**config.mk**
```make
export PLATFORM = sky130hd
export DESIGN_NAME = uart_tx_arbiter
export DESIGN_NICKNAME = d
export VERILOG_FILES = /design/src/rtl/uart_tx_arbiter.sv
export SDC_FILE = /design/constraint.sdc
export NUM_CORES = 1
export LEC_CHECK = 0
export CORE_ASPECT_RATIO = 0.9
export CORE_MARGIN = 2
export CORE_UTILIZATION = 38
export DETAILED_ROUTE_END_ITERATION = 8
export PLACE_DENSITY = 0.79
export SLEW_MARGIN = 20
export SYNTH_ARGS = -nofsm -noshare
export SYNTH_HDL_FRONTEND = slang
export SYNTH_SLANG_ARGS = --single-unit
```
**constraint.sdc**
```tcl
create_clock -name clk -period 3.25 [get_ports clk]
set_input_delay 0.975 -clock clk [delete_from_list [all_inputs] [get_ports clk]]
set_output_delay 0.975 -clock clk [all_outputs]
set_load 0.03 [all_outputs]
```
**src/rtl/uart_tx_arbiter.sv**
```systemverilog
// Round-robin arbiter that feeds whole packets from N byte-stream requesters into one UART transmitter.
// A grant stays locked to one requester until its last byte is sent or, optionally, until it stalls too long.
module uart_tx_arbiter #(
    parameter int N       = 4,
    parameter int TIMEOUT = 0
) (
    input  logic                 clk,
    input  logic                 rst,
    input  logic [8*N-1:0]       req_din,
    input  logic [N-1:0]         req_valid,
    input  logic [N-1:0]         req_last,
    output logic [N-1:0]         req_ready,
    output logic [7:0]           tx_din,
    output logic                 tx_start,
    input  logic                 tx_busy,
    output logic [$clog2(N)-1:0] grant_id,
    output logic                 grant_valid
);

    localparam int GW = $clog2(N);
    localparam int CW = (TIMEOUT > 1) ? $clog2(TIMEOUT + 1) : 1;

    typedef enum logic [1:0] {
        IDLE      = 2'd0,
        GRANT     = 2'd1,
        WAIT_BUSY = 2'd2,
        WAIT_DONE = 2'd3
    } state_t;

    state_t         state;
    logic [GW-1:0]  ptr;
    logic [GW-1:0]  pick;
    logic [CW-1:0]  idle_cnt;
    logic           last_q;
    logic           xfer;
    logic [7:0]     din_arr [N];

    always_comb begin
        for (int i = 0; i < N; i++) din_arr[i] = req_din[8*i +: 8];
    end

    // Scan from the farthest candidate back to ptr+1 so the nearest requester above ptr wins.
    always_comb begin
        // NOTE: every combinational output gets a default first, so no path leaves it unassigned (no latch).
        pick = '0;
        for (int k = N; k >= 1; k--) begin
            if (req_valid[(int'(ptr) + k) % N]) pick = GW'((int'(ptr) + k) % N);
        end
    end

    // Ready depends only on registered state and tx_busy, never on req_valid.
    always_comb begin
        req_ready = '0;
        if (state == GRANT && !tx_busy) req_ready[grant_id] = 1'b1;
    end

    assign xfer        = (state == GRANT) && req_valid[grant_id] && !tx_busy;
    assign grant_valid = (state != IDLE);

    always_ff @(posedge clk) begin
        // NOTE: all sequential state uses non-blocking assignments so every register updates from pre-edge values.
        if (rst) begin
            state    <= IDLE;
            ptr      <= GW'(N - 1);
            grant_id <= '0;
            idle_cnt <= '0;
            last_q   <= 1'b0;
            tx_start <= 1'b0;
            tx_din   <= '0;
        end else begin
            tx_start <= 1'b0;
            case (state)
                IDLE: begin
                    if (|req_valid) begin
                        grant_id <= pick;
                        state    <= GRANT;
                    end
                end
                GRANT: begin
                    if (xfer) begin
                        tx_din   <= din_arr[grant_id];
                        tx_start <= 1'b1;
                        last_q   <= req_last[grant_id];
                        idle_cnt <= '0;
                        state    <= WAIT_BUSY;
                    end else if (TIMEOUT > 0 && !req_valid[grant_id]) begin
                        if (idle_cnt == CW'(TIMEOUT - 1)) begin
                            idle_cnt <= '0;
                            ptr      <= grant_id;
                            state    <= IDLE;
                        end else begin
                            idle_cnt <= idle_cnt + 1'b1;
                        end
                    end else begin
                        idle_cnt <= '0;
                    end
                end
                WAIT_BUSY: begin
                    if (tx_busy) state <= WAIT_DONE;
                end
                WAIT_DONE: begin
                    // Non-final bytes return to GRANT with the same holder: the packet lock.
                    if (!tx_busy) begin
                        if (last_q) begin
                            ptr   <= grant_id;
                            state <= IDLE;
                        end else begin
                            state <= GRANT;
                        end
                    end
                end
                default: state <= IDLE;
            endcase
        end
    end

endmodule

```
==> metrics.md <==
| Metric | Value |
|---|---|
| WL/cell | `14.3 um` |
| Final Setup Violations | `0` |
| Worst-margin pin slew | `0.332 ns` |
| Core Area | `2730 um^2` |
| Total CTS buffers | `3` |
| Crit-path max FO | `4` |
| CTS tree | `yes` |
| Final nets | `214` |
| CP max stage delay | `0.45 ns` |
| PD cells | `509 nW/um^2` |
| Final Skew | `0.0111 ns` |
| Die span in x | `60.0 um` |
| Crit path cell chain | `clkdlybuf4s50_1, nor2b_1, nor3b_1, buf_4` |
| Share of layout cells above drive strength 1 | `0.139` |
| Post-CTS sizing | `0` |
| Placed Cells | `201` |
| DRT iter0 DRCs | `23` |
| Post-route setup TNS | `0 ns` |
| First-pass GRT wire length | `4430 um` |
| Clk slew on worst S/H paths | `0.10 ns` |
| WP data arrival | `2.14 ns` |
| HP Class | `reg -> reg` |
| Net Count, Synth | `152` |
| Initial antenna violation count | `0` |
| CP max stage cell | `clkdlybuf4s50_1` |
| Clock Tree Root | `clkbuf_4` |
| Max-cap viol count | `0` |
| Fin. Hold Viols | `0` |
| Top Ports | `59` |
| Critical path startpoint | `tx_busy` |
| Synth Instances | `104` |
| CTS sink count | `16` |
| Synth Area per Inst | `10.3 um^2` |
| Ys Warns | `0` |
| Estimated wirelength of the detail-placed design | `2400 um` |
| Total gr overflow | `0` |
| Post-synth cell types | `32` |
| Fin cells | `205` |
| Core Rows | `18` |
| CP Class | `in -> out` |
| # diodes | `0` |
| WP data required | `2.27 ns` |
| Min cycle time layout | `3.11 ns` |
| Tot GR Track Use | `0.182` |
| Routed Antenna Nets | `0` |
| Commonest non-fill, non-tap cell in the layout | `clkdlybuf4s50_1` |
| Post-Route WL | `2940 um` |
| Starting Density | `0.393` |
| FF-to-FF Start | `grant_id[0]$_SDFFE_PP0P_` |
| Post-Syn Area | `1070 um^2` |
| Layout Utilization | `0.635` |
| Die H | `54.4 um` |
| H-tree depth | `1` |
| Unrepaired setup endpoints after global routing | `false` |
| R2R depth | `5` |
| VDD IR max | `0.291 mV` |
| Commonest non-fill, non-tap cells in the layout | `clkdlybuf4s50_1, dfxtp_1, nor2_1, mux2i_1, inv_1` |
| Vias per std cell | `5.10` |
| Fmax | `321 MHz` |
| Drc violations | `0` |
| Die area | `3260 um^2` |
| CTS Buffer Depth | `2` |
| Largest net degree at the start of global routing | `16` |
| Leakage | `0.752 nW` |
| Fill cells | `235` |
| Area Overhead vs Synth | `61.6%` |
| Setup bufs post-CTS | `0` |
| Sequential area share after synthesis | `0.299` |
| Hold Buf Count CTS | `0` |
| Hold Crit Start | `tx_din[3]$_SDFFE_PP0P_` |
| Max transition margin | `0.776` |
| Worst Setup Start Kind | `input pin` |
| Vias in the first global route | `968` |
| Critical Path Sink Type | `primary output` |
| Max Slew Vio Count | `0` |
| Port Buffer Count | `58` |
| Status | `finished clean` |
| Final GP Congestion | `0.711` |
| WHS | `0.512 ns` |
| Hold Path Stages | `2` |
| Worst-Skew Late Latency | `0.30 ns` |
| Seq cells post-synth | `16` |
| First-pass iteration count of the detailed router | `4` |
| Vias | `1,046` |
| Period utilization | `0.958` |
==> power breakdown <==
part           leakage (nW)  switching (mW)  internal [mW]  total [mW]
Clock                0.0210          0.0702         0.0682       0.138
Sequential            0.130          0.0211          0.226       0.248
Combinational         0.601           0.248          0.247       0.494
Total                 0.752           0.339          0.541       0.881
==> path summary, 6_finish.rpt <==
kind,end,slack [ns]
hold / removal,tx_din[3]$_SDFFE_PP0P_,0.51
setup reg to reg,tx_din[4]$_SDFFE_PP0P_,1.44
setup / recovery,req_ready[0],0.14
hold reg to reg,tx_din[3]$_SDFFE_PP0P_,0.51
==> cell families (layout without fill, tap and decap cells) <==
| kind of cell | after synthesis | in the layout | share of synthesized area |
|---|---|---|---|
| adders and majority gates | 5 | 5 | 0.0584 |
| buffers and inverters | 14 | 75 | 0.0572 |
| muxes | 21 | 21 | 0.324 |
| and+or+nand+nor | 32 | 32 | 0.150 |
| AOI/OAI and AO/OA | 16 | 16 | 0.112 |
| DFF | 16 | 16 | 0.299 |
==> flip-flops by register name, summed over array words and instances (netlist names) <==
signal and count:
grant_id 2, last_q 1, state 2, tx_start 1, ptr 2, tx_din 8
==> per-stage QoR <==
step                instance area (um^2)  setup slack, ns  total power, mW
floorplan                           1070            0.261            0.579
global placement                    1690            0.148            0.731
detailed placement                  1690            0.157            0.749
CTS                                 1730            0.143            0.884
global route                        1730           0.0581            0.936
finish                              1730            0.135            0.881
==> layer usage <==
metal | global-route usage | part of all wire | vias to the layer above
met1 | 0.212 | 0.40 | 486
met3 | 0.0591 | 0.11 | 6
met2 | 0.315 | 0.47 | 52
met4 | 0.0667 | 0.016 | 0
met5 | 0 | 0 | -
li1 | - | - | 502
==> cells in the mapped netlist (all sizes together) <==
library cell | n | share of area
dfxtp | 16 | 0.30
nor2 | 15 | 0.053
mux2i | 11 | 0.10
mux4 | 10 | 0.22
inv | 9 | 0.032
nand2 | 8 | 0.035
a21oi | 6 | 0.039
ha | 5 | 0.058
clkbuf | 3 | 0.011
buf | 2 | 0.015
nor3b | 2 | 0.019
o41ai | 2 | 0.016
a211oi | 1 | 0.0070
a31o | 1 | 0.0082
and2 | 1 | 0.0058
and2b | 1 | 0.0070
nand2b | 1 | 0.0058
nand3 | 1 | 0.0047
nor2b | 1 | 0.0058
nor4 | 1 | 0.0058
nor4b | 1 | 0.0082
o211ai | 1 | 0.0070
o21ai | 1 | 0.0047
o221ai | 1 | 0.0082
o22ai | 1 | 0.0058
o311ai | 1 | 0.0082
o31a | 1 | 0.0082
==> worst max-delay path, delay by kind of cell <==
kind	cells	cell delay [ns]
buffers and inverters	2	0.64
and+or+nand+nor	2	0.52
==> layout make-up <==
type	count	area (um^2)	share of cell area
well taps	40	50.0	0.0289
clock buffers	4	36.3	0.0210
repair buffers	62	601	0.347
flip-flops and latches	16	320	0.185
inverters	9	33.8	0.0195
multi-input cells	74	689	0.398
Note: power is estimated with default switching activity, not from simulation.
